## src/rtl/seq_divider_pkg.sv

```systemverilog
// Shared types and defaults for the iterative restoring divider.
// Optional divide-by-zero early exit is controlled by SEQ_DIVIDER_DIVZERO_EN in seq_divider.sv.
package seq_divider_pkg;

    typedef enum logic [1:0] {
        IDLE = 2'd0,
        RUN  = 2'd1,
        DONE = 2'd2
    } div_state_t;

    localparam int DIV_W_DEFAULT = 4;

endpackage

```

## src/rtl/seq_divider_div_step.sv

```systemverilog
// One restoring-division iteration: shift in the next dividend bit, compare, conditionally subtract.
module div_step
    import seq_divider_pkg::*;
#(
    parameter int W = DIV_W_DEFAULT
) (
    input  logic [W:0]   rem_in,
    input  logic         dividend_bit,
    input  logic [W-1:0] divisor,
    output logic [W:0]   rem_out,
    output logic         q_bit
);

    logic [W:0] trial;
    logic [W:0] divisor_ext;

    always_comb begin
        trial       = {rem_in[W-1:0], dividend_bit};
        divisor_ext = {1'b0, divisor};
        // A set top bit would already exceed any W-bit divisor; it stays clear in normal operation.
        q_bit       = rem_in[W] | (trial >= divisor_ext);
        rem_out     = q_bit ? (trial - divisor_ext) : trial;
    end

endmodule

```

## src/rtl/seq_divider.sv

```systemverilog
// Iterative unsigned divider: one quotient bit per clock, one-cycle done strobe.
// Define SEQ_DIVIDER_DIVZERO_EN to add the div_by_zero flag and a one-cycle exit for B==0.
module seq_divider
    import seq_divider_pkg::*;
#(
    parameter int W = DIV_W_DEFAULT
) (
    input  logic         clk,
    input  logic         rst,
    input  logic         start,
    input  logic [W-1:0] A,
    input  logic [W-1:0] B,
    output logic         busy,
    output logic         done,
    output logic [W-1:0] quotient,
    output logic [W-1:0] remainder,
    output div_state_t   fsm_state
`ifdef SEQ_DIVIDER_DIVZERO_EN
    ,
    output logic         div_by_zero
`endif
);

    // Handshake: start is accepted at a rising edge when the FSM is IDLE or DONE
    // (busy=0); done is high for exactly the one cycle in which quotient/remainder
    // first show the new result, and they hold until the next result or reset.

    localparam int CNT_W = $clog2(W + 1);

    div_state_t     state;
    div_state_t     state_next;
    logic [CNT_W-1:0] count;
    logic [W-1:0]   dividend_q;
    logic [W-1:0]   divisor_q;
    logic [W:0]     rem_q;
    logic [W:0]     rem_step;
    logic           q_bit;
    logic           accept;
    logic           zero_div;
    logic           last_step;

    div_step #(.W(W)) u_step (
        .rem_in       (rem_q),
        .dividend_bit (dividend_q[W-1]),
        .divisor      (divisor_q),
        .rem_out      (rem_step),
        .q_bit        (q_bit)
    );

    always_ff @(posedge clk) begin
        if (rst) begin
            state <= IDLE;
        end else begin
            state <= state_next;
        end
    end

    always_comb begin
        state_next = state;
        accept     = 1'b0;
        zero_div   = 1'b0;
        last_step  = 1'b0;
`ifdef SEQ_DIVIDER_DIVZERO_EN
        zero_div   = (B == '0);
`endif
        case (state)
            IDLE, DONE: begin
                accept = start;
                if (start) begin
                    state_next = zero_div ? DONE : RUN;
                end else begin
                    state_next = IDLE;
                end
            end
            RUN: begin
                last_step = (count == CNT_W'(1));
                if (last_step) begin
                    state_next = DONE;
                end
            end
            default: state_next = IDLE;
        endcase
    end

    assign busy      = (state == RUN);
    assign done      = (state == DONE);
    assign fsm_state = state;

    always_ff @(posedge clk) begin
        if (rst) begin
            count      <= '0;
            dividend_q <= '0;
            divisor_q  <= '0;
            rem_q      <= '0;
            quotient   <= '0;
            remainder  <= '0;
`ifdef SEQ_DIVIDER_DIVZERO_EN
            div_by_zero <= 1'b0;
`endif
        end else if (accept) begin
            dividend_q <= A;
            divisor_q  <= B;
            rem_q      <= '0;
            count      <= CNT_W'(W);
`ifdef SEQ_DIVIDER_DIVZERO_EN
            div_by_zero <= 1'b0;
            if (zero_div) begin
                count       <= '0;
                quotient    <= '1;
                remainder   <= A;
                div_by_zero <= 1'b1;
            end
`endif
        end else if (state == RUN) begin
            // The dividend register doubles as the quotient: bits shift out the top, results in at the bottom.
            rem_q      <= rem_step;
            dividend_q <= {dividend_q[W-2:0], q_bit};
            count      <= count - CNT_W'(1);
            if (last_step) begin
                quotient  <= {dividend_q[W-2:0], q_bit};
                remainder <= rem_step[W-1:0];
            end
        end
    end

endmodule

```

## config.mk

```make
export PLATFORM = sky130hd
export DESIGN_NAME = seq_divider
export DESIGN_NICKNAME = d
export VERILOG_FILES = /design/src/rtl/seq_divider_pkg.sv /design/src/rtl/seq_divider_div_step.sv /design/src/rtl/seq_divider.sv
export SDC_FILE = /design/constraint.sdc
export NUM_CORES = 1
export LEC_CHECK = 0
export BUFFER_PORTS_ARGS = -buffer_cell sky130_fd_sc_hd__buf_2
export CAP_MARGIN = 10
export CORE_MARGIN = 2
export CORE_UTILIZATION = 55
export CTS_BUF_LIST = sky130_fd_sc_hd__clkbuf_8
export DETAILED_ROUTE_END_ITERATION = 8
export PLACE_DENSITY_LB_ADDON = 0.08
export SKIP_LAST_GASP = 1
export SYNTH_ARGS = -nofsm -noshare
export SYNTH_HDL_FRONTEND = slang
export SYNTH_HIERARCHICAL = 1
export SYNTH_SLANG_ARGS = --single-unit
export TNS_END_PERCENT = 5
```

## constraint.sdc

```tcl
create_clock -name clk -period 2.5 [get_ports clk]
set_input_delay 0.5 -clock clk [delete_from_list [all_inputs] [get_ports clk]]
set_output_delay 0.5 -clock clk [all_outputs]
set_load 0.02 [all_outputs]
```

==> metrics.txt, run 1 <==
number of design rule violations left after detail routing=0; IO buf count=22; Period minus WS final=2.01 ns; Syn Std Cell Area=1350 um^2; maxcap violations=0; cell types with the largest area share after synthesis=sky130_fd_sc_hd__dfxtp_1 (39%), sky130_fd_sc_hd__nand2_1 (9.7%), sky130_fd_sc_hd__a21oi_1 (6.7%), sky130_fd_sc_hd__ha_1 (5.6%), sky130_fd_sc_hd__nor3_1 (3.0%); total power density per cell area=695 nW/um^2; Slew HR=0.574; TritonCTS sink count=26; number of buffers inserted by hold repair at cts=0; async set-or-reset flop fraction in the synthesized netlist=0; clock tree from TritonCTS=yes; startpoint types=flip-flop; wire length of the first global-routing pass=4.62 mm; top-level port count=23; residual antenna-violating net count after detailed routing=0; via count of the first global-routing pass=1028; critical path start-end classification=reg2out; crit end category=primary output; Synth Instances=153; Total Routing Usage GR=0.224; post-synthesis average cell area=8.83 um^2; Die X=53.6 um; Vias/cell=5.45; Clk Latency, worst-skew pair=0.27 ns; final setup skew=0.00215 ns; Worst Hold Class=reg2reg; detail-routed net length per standard cell=13.9 um; RD Place Congestion=0.822; cell chosen for the clock root=sky130_fd_sc_hd__clkbuf_8; RSZ-0062 raised after global routing=no; Final TNS setup=0 ns; Total Routed Length=2.76 mm; Fmax=0.497 GHz; via count of the routed design=1085; PostCTS Resize Cnt=0; die area=2870 um^2; buffers inserted by post-CTS timing repair=0; family with the most delay on the worst path=buffers and inverters; maximum vdd ir drop=0.631 mV; total power after layout=1.05 mW; status=complete, no violations; crit path max-delay cell type=sky130_fd_sc_hd__dfxtp_1; number of warnings reported in the yosys synthesis log=6; hold path startpoint=quotient[0]; peak per-stage delay on the critical path=0.42 ns; number of H-tree levels=1; clock-pin slew on the worst setup and hold paths=0.09 ns; Synth cell types=41; pin count of the biggest net entering global routing=21; area of the core=2280 um^2; most instantiated library cell after synthesis=sky130_fd_sc_hd__nand2_1; ranking of synthesized cells by instance count=sky130_fd_sc_hd__nand2_1 (35), sky130_fd_sc_hd__dfxtp_1 (26), sky130_fd_sc_hd__a21oi_1 (18); number of nets in the synthesized netlist=171; DIE HEIGHT=53.6 um; leakage power=0.609 nW; drt first pass iters=5; number of setup violations in the final report=0; number of buffers between clock root and the deepest sink=2; number of antenna violations at the first check in global routing=0; Period Utilization, post-route=0.805; synthesis-to-finish area growth=11.2%; # rows=17; cts bufs inserted=3; final antenna diode count=0; top_reg_cell synth=sky130_fd_sc_hd__dfxtp_1; maximum fanout along the worst path=16; ratio of cells with drive above 1 in the final layout=0.263; number of nets in the layout=190; Hold Violations, Final=0; number of DRC markers in iteration 0=28; Worst Path Arrival=1.51 ns; number of buffer and inverter instances along the worst setup path=2; Worst setup startpoint=fsm_state[0]; slew at the pin closest to its max-slew limit=0.637 ns; portion of synthesized cell area occupied by the leading cell type=0.385; reg-to-reg critical path startpoint=divisor_q[1]; max-slew violation count=0; CP required=2.00 ns; number of synthesized register bits=26; worst path cell trace=nand2b_1 > inv_8 > buf_2; Starting Density=0.594; area leader, netlist=sky130_fd_sc_hd__dfxtp_1; sequential share of the synthesized area=0.385; HPWL after detailed placement=2.05 mm; count of flip-flops with a built-in enable after synthesis=0; sum of overflow across all layers after global routing=0
cells by family after synthesis:
group,count (synthesis),synth area share
simple gates,65,0.253
compound gates,32,0.166
flops,26,0.385
buf+inv,18,0.0815
fa+ha+maj,7,0.0704
mux,3,0.0259
xor+xnor,2,0.0185
stage by stage:
| stage | std cells | setup slack, ns | hold slack, ns | util | instance area, um^2 |
|---|---|---|---|---|---|
| after floorplan | 153 | 0.718 | 0.436 | - | 1350 |
| after global placement | 195 | 0.667 | 0.440 | 0.629 | 1430 |
| after detailed placement | 195 | 0.605 | 0.444 | 0.629 | 1430 |
| after CTS | 199 | 0.482 | 0.456 | 0.660 | 1500 |
| after global routing | 199 | 0.357 | 0.468 | 0.660 | 1500 |
| final | 199 | 0.487 | 0.456 | 0.660 | 1500 |
layer usage:
layer	up-vias	global-route usage	share of wire
li1	549	-	-
met1	501	0.285	0.46
met2	29	0.381	0.49
met3	6	0.0250	0.034
met4	0	0.103	0.014
met5	-	0	0
worst min-delay path: stages (launching register included):
cell	delay, ns
sky130_fd_sc_hd__dfxtp_1	0.32
sky130_fd_sc_hd__nand2_1	0.05
sky130_fd_sc_hd__a21oi_1	0.05
final timing paths:
path / to / slack, ns / depth (start not counted)
setup / recovery: busy / 0.49 / 3
hold / removal: quotient[0] / 0.46 / 2
setup reg to reg: remainder[2] / 0.58 / 8
hold reg to reg: quotient[0] / 0.46 / 2
power by group:
part	internal, mW	total [mW]	switching, mW
logic	0.103	0.241	0.138
clock network	0.214	0.348	0.134
registers	0.437	0.456	0.0197
total	0.754	1.05	0.291
placed cells by master (no fill, tap or decap), drive strengths merged:
cell type,instances
and2b,1
a21oi,19
o21ai,3
o22ai,4
nor2b,3
o31a,1
a211oi,2
nand4bb,1
dfxtp,26
clkbuf,3
inv,10
xnor2,2
and4bb,2
or2,1
a41oi,1
ha,6
nor3,9
nand2,36
mux2i,2
mux2,1
bufinv,1
buf,22
fa,1
nand2b,4
a311oi,1
nor2,8
o21a,1
final cells by class:
cell class / count / area, um^2
clock inverter: 1 / 30.0
sequential: 26 / 520
fill: 193 / 773
clock buffer: 3 / 41.3
inverter: 10 / 45.0
timing repair buffer: 22 / 110
tap: 28 / 35.0
multi-input combinational: 109 / 721
sequential cells by signal (all words and copies together), names as in the netlist:
| signal | cells |
|---|---|
| dividend_q | 4 |
| remainder | 4 |
| rem_q | 5 |
| count | 3 |
| divisor_q | 4 |
| fsm_state | 2 |
| quotient | 4 |
(Power assumes the default switching activity.)
==> run 2, diff against run 1 <==
ABC_AREA = 1   (was not set)
clock period = 2.1 ns   (was 2.5 ns; I/O delays follow)
==> metrics.txt, run 2 <==
XOR/XNOR Fraction of Synth Area=0.00641; depth of the most critical reg-to-reg path=11; non-filler instance count after layout=256; Total Routed Length=2.83 mm; crit end category=flip-flop; maximum fanout along the worst path=3; leading cell types in the layout, fill and taps excluded=sky130_fd_sc_hd__nand2_1 (53), sky130_fd_sc_hd__nor2_1 (36), sky130_fd_sc_hd__inv_1 (30); synthesis-to-finish area growth=15.7%; number of antenna violations at the first check in global routing=0; end of the worst register-to-register path=rem_q[4]; number of DRC markers in iteration 0=16; Sw Ratio=0.304; area leader, netlist=sky130_fd_sc_hd__dfxtp_1; HPWL after detailed placement=2.25 mm; Worst Hold Class=in2reg; number of nets in the synthesized netlist=219; drt first pass iters=4; Total Routing Usage GR=0.230; max-slew violation count=0; Die X=53.8 um; most repeated library cell on the critical path=sky130_fd_sc_hd__nand2_1; ranking of synthesized cells by instance count=sky130_fd_sc_hd__nand2_1 (53), sky130_fd_sc_hd__nor2_1 (36), sky130_fd_sc_hd__inv_1 (30); startpoint types=flip-flop; RD Place Congestion=0.846; dominant combinational cell family by area after synthesis=simple AND/OR/NAND/NOR gates; buffers inserted by post-CTS timing repair=0; Placed Area=1510 um^2; number of buffers inserted by hold repair at cts=0; most instantiated library cell after synthesis=sky130_fd_sc_hd__nand2_1; Syn Std Cell Area=1370 um^2; Worst Path Arrival=2.00 ns; clock tree from TritonCTS=yes; number of setup violations in the final report=0; Metal-1 WL=1.31 mm; final setup skew=0.00194 ns; Synth Instances=201; portion of synthesized cell area occupied by the leading cell type=0.381; Fmax=0.560 GHz; combinational cell fraction of total power=0.247; sequential share of the synthesized area=0.381; mux cell area share after synthesis=0; number of nets in the layout=245; Vias/cell=4.86; via count of the first global-routing pass=1083; Cells on Worst Hold Path=2; number of cells in the design after placement=252; cts bufs inserted=3; CP required=2.31 ns; number of synthesized register bits=26; area of the core=2410 um^2; number of buffers between clock root and the deepest sink=2; clock-pin slew on the worst setup and hold paths=0.09 ns; Switch Pwr=390 uW; number of H-tree levels=1; final non-filler cell area=1580 um^2; total power density per cell area=811 nW/um^2; most common cell after layout, fill and taps aside=sky130_fd_sc_hd__nand2_1; sum of overflow across all layers after global routing=0; area fraction in compound gates after synthesis=0.0769; worst path cell trace=inv_1 > ha_1 > fa_1 > nand3b_1 > nand2_1 > nand2_1 > nand2_1 > nand2_1 > inv_1 > nand2_1 > a21oi_1; DIE HEIGHT=53.8 um; worst-case hold path end point=fsm_state[1]; Final TNS setup=0 ns; leakage power=0.820 nW; RSZ-0062 raised after global routing=no; Clk Latency, worst-skew pair=0.27 ns; pin count of the biggest net entering global routing=16; count of flip-flops with a built-in enable after synthesis=0; via count of the routed design=1245; post-synthesis average cell area=6.80 um^2; top_reg_cell synth=sky130_fd_sc_hd__dfxtp_1; residual antenna-violating net count after detailed routing=0; final antenna diode count=0; wire length of the first global-routing pass=4.86 mm; Period Utilization, post-route=0.851; share of synthesized cell area in and, or, nand and nor gates=0.366; cell types with the largest area share after synthesis=sky130_fd_sc_hd__dfxtp_1 (38%), sky130_fd_sc_hd__nand2_1 (15%), sky130_fd_sc_hd__nor2_1 (9.9%), sky130_fd_sc_hd__inv_1 (8.2%), sky130_fd_sc_hd__ha_1 (5.5%); maxcap violations=0; reg-to-reg critical path startpoint=dividend_q[3]; IO buf count=22; # rows=18; Hold Violations, Final=0; cell internal power dissipation=891 uW; slack of the worst reg-to-reg path=0.31 ns; part of the total power dissipated in sequential elements=0.427; Post-Synth Adder-Cell Area=0.0696; status=complete, no violations; top-level port count=23; number of design rule violations left after detail routing=0; peak per-stage delay on the critical path=0.42 ns; largest reg by FF count=rem_q; crit path max-delay cell type=sky130_fd_sc_hd__fa_1; number of warnings reported in the yosys synthesis log=6; Starting Density=0.567; clock share of power=0.326; PostCTS Resize Cnt=0; slew at the pin closest to its max-slew limit=0.526 ns; detail-routed net length per standard cell=11.0 um; hold path startpoint=rst; WL met3=64 um; topmost layer with routed signal wires=met4; Period minus WS final=1.79 ns; maximum vdd ir drop=0.591 mV; TritonCTS sink count=26; ratio of cells with drive above 1 in the final layout=0.173; Synth cell types=21; met2 wire length=1.43 mm; flip-flop count of the largest register after layout=5; die area=2900 um^2; cell chosen for the clock root=sky130_fd_sc_hd__clkbuf_8; async set-or-reset flop fraction in the synthesized netlist=0; critical path start-end classification=reg2reg; Slew HR=0.648
run 2: kinds of logic (layout without fill, tap and decap cells):
| family | count (synthesis) | in the layout |
|---|---|---|
| AO/OA/AOI/OAI | 21 | 21 |
| XOR/XNOR | 1 | 1 |
| adder cells (fa/ha/maj) | 7 | 7 |
| buffers and inverters | 35 | 60 |
| flip-flops | 26 | 26 |
| AND/OR/NAND/NOR | 111 | 111 |
run 2: final cells by class:
type | count | area, um^2
clock buffers | 3 | 41.3
clock inverters | 1 | 30.0
fillers | 225 | 830
inverters | 33 | 124
multi-input cells | 140 | 709
flip-flops and latches | 26 | 520
well taps | 30 | 37.5
repair buffers | 23 | 118
run 2: how the worst max path moves through the flow:
| stage | depth (start not counted) | end | start |
|---|---|---|---|
| floorplan | 11 | rem_q[4] | dividend_q[3] |
| global placement | 11 | rem_q[4] | dividend_q[3] |
| detailed placement | 11 | rem_q[4] | dividend_q[3] |
| CTS | 11 | rem_q[4] | dividend_q[3] |
| global route | 11 | rem_q[4] | dividend_q[3] |
| finish | 11 | rem_q[4] | dividend_q[3] |
run 2: worst max-delay path, delay by kind of cell, from the launching register on:
| kind | cells | cell delay (ns) |
|---|---|---|
| AO/OA/AOI/OAI | 1 | 0.12 |
| AND/OR/NAND/NOR | 6 | 0.50 |
| buffers and inverters | 2 | 0.10 |
| adder cells (fa/ha/maj) | 2 | 0.64 |
| flip-flops | 1 | 0.37 |
run 2: power groups by stage:
stage	logic, mW	registers (mW)	clock network [mW]
2_1_floorplan	0.243	0.559	0
3_3_place_gp	0.304	0.558	0
3_5_place_dp	0.316	0.560	0
4_1_cts	0.318	0.548	0.423
5_1_grt	0.363	0.553	0.441
6_report	0.316	0.548	0.417
run 2: per-stage QoR:
step | hold slack (ns) | utilization | power, mW | setup slack (ns)
4_1_cts | 0.363 | 0.656 | 1.29 | 0.302
2_1_floorplan | 0.444 | - | 0.802 | 0.514
3_3_place_gp | 0.459 | 0.626 | 0.862 | 0.384
5_1_grt | 0.365 | 0.656 | 1.36 | 0.149
6_report | 0.367 | 0.656 | 1.28 | 0.313
3_5_place_dp | 0.464 | 0.626 | 0.876 | 0.357
run 2: routing by layer:
metal,up-vias,global-route usage
met1,565,0.296
met3,4,0.0333
met2,13,0.402
li1,663,-
met4,0,0.0513
met5,-,0
==> run 3, diff against run 2 <==
ABC_CLOCK_PERIOD_IN_PS = 1700   (was not set)
clock period = 1.7 ns   (was 2.1 ns; I/O delays follow)
==> metrics.txt, run 3 (synthesis results as in run 2) <==
CP required=1.91 ns; Slew HR=0.794; non-filler instance count after layout=260; via count of the routed design=1247; area of the core=2410 um^2; largest reg by FF count=rem_q; Die X=53.8 um; Period Utilization, post-route=0.975; Final TNS setup=0 ns; critical path start-end classification=reg2reg; number of nets in the layout=249; number of antenna violations at the first check in global routing=0; RD Place Congestion=0.823; status=complete, no violations; RSZ-0062 raised after global routing=yes; cts bufs inserted=3; clock tree from TritonCTS=yes; sum of overflow across all layers after global routing=0; Starting Density=0.567; cell chosen for the clock root=sky130_fd_sc_hd__clkbuf_8; Vias/cell=4.80; leakage power=0.838 nW; drt first pass iters=4; crit end category=flip-flop; slack of the worst reg-to-reg path=0.04 ns; fin worst setup slack=0.0426 ns; ratio of cells with drive above 1 in the final layout=0.209; final setup skew=0.00202 ns; wire length of the first global-routing pass=4.68 mm; top-level port count=23; number of buffers between clock root and the deepest sink=2; flip-flop count of the largest register after layout=5; leading cell types in the layout, fill and taps excluded=sky130_fd_sc_hd__nand2_1 (53), sky130_fd_sc_hd__nor2_1 (36), sky130_fd_sc_hd__inv_1 (29); startpoint types=flip-flop; maxcap violations=0; Worst Hold Class=in2reg; Clk Latency, worst-skew pair=0.27 ns; TritonCTS sink count=26; number of setup violations in the final report=0; max-slew violation count=0; final non-filler cell area=1630 um^2; cell internal power dissipation=1.12 mW; residual antenna-violating net count after detailed routing=0; maximum vdd ir drop=0.783 mV; Worst Path Arrival=1.87 ns; number of H-tree levels=1; Total Routed Length=2.77 mm; clock-pin slew on the worst setup and hold paths=0.09 ns; total power after layout=1.61 mW; clock share of power=0.321; # rows=18; Switch Pwr=486 uW; Core Util, Final=0.677; final worst hold slack=0.289 ns; part of the total power dissipated in sequential elements=0.422; DIE HEIGHT=53.8 um; pin count of the biggest net entering global routing=16; die area=2900 um^2; end point of the critical path=rem_q[4]; Fmax=0.603 GHz; depth of the most critical reg-to-reg path=11; combinational cell fraction of total power=0.257; Period minus WS final=1.66 ns; Worst setup startpoint=dividend_q[3]; Total Routing Usage GR=0.224; slew at the pin closest to its max-slew limit=0.308 ns; via count of the first global-routing pass=1146; number of cells in the design after placement=256; IO buf count=22; Hold Violations, Final=0; HPWL after detailed placement=2.12 mm; minimum setup slack after placement=0.0190 ns; hold path startpoint=rst; synthesis-to-finish area growth=19.3%; reg-to-reg critical path startpoint=dividend_q[3]; final antenna diode count=0; number of design rule violations left after detail routing=0; maximum fanout along the worst path=3; Sw Ratio=0.303; most common cell after layout, fill and taps aside=sky130_fd_sc_hd__nand2_1; total power density per cell area=985 nW/um^2; detail-routed net length per standard cell=10.6 um; Placed Area=1540 um^2; number of DRC markers in iteration 0=22; end of the worst register-to-register path=rem_q[4]
[run 3: worst min path at each step]
| stage | endpoint | cells past startpoint |
|---|---|---|
| floorplan | fsm_state[0] | 1 |
| finish | fsm_state[1] | 2 |
| global route | fsm_state[1] | 2 |
| detailed placement | rem_q[4] | 2 |
| CTS | fsm_state[1] | 2 |
| global placement | rem_q[4] | 2 |
[run 3: worst max-delay path: stages, from the launching register on]
cell	delay [ns]
sky130_fd_sc_hd__dfxtp_2	0.35
sky130_fd_sc_hd__inv_2	0.04
sky130_fd_sc_hd__ha_4	0.16
sky130_fd_sc_hd__fa_2	0.39
sky130_fd_sc_hd__nand3b_1	0.19
sky130_fd_sc_hd__nand2_1	0.09
sky130_fd_sc_hd__nand2_1	0.05
sky130_fd_sc_hd__nand2_1	0.05
sky130_fd_sc_hd__nand2_1	0.04
sky130_fd_sc_hd__inv_1	0.04
sky130_fd_sc_hd__nand2_1	0.05
sky130_fd_sc_hd__a21oi_1	0.14
[run 3: repair_timing]
item,CTS,global route
hold buffers,0,0
pin swaps,0,3
gates resized for setup,1,5
setup endpoints to repair,1,5
setup buffers,0,0
[run 3: area by class of cell]
cell class	instances	area [um^2]
Inverter	33	124
Clock inverter	1	30.0
Tap cell	30	37.5
Fill cell	214	779
Timing Repair Buffer	27	148
Clock buffer	3	41.3
Multi-Input combinational cell	140	728
Sequential cell	26	522
[run 3: power by group through the flow]
stage                     Combinational (mW)  Sequential [mW]  Clock [mW]
final                                  0.413            0.678       0.515
after global routing                   0.471            0.683       0.541
after CTS                              0.401            0.677       0.523
after detailed placement               0.397            0.691           0
after global placement                 0.389            0.689           0
after floorplan                        0.300            0.691           0
[run 3: per-layer routing]
| layer | global-route usage | part of all wire |
|---|---|---|
| met5 | 0 | 0 |
| met4 | 0.0897 | 0.011 |
| met3 | 0.0417 | 0.041 |
| met2 | 0.402 | 0.51 |
| met1 | 0.259 | 0.44 |
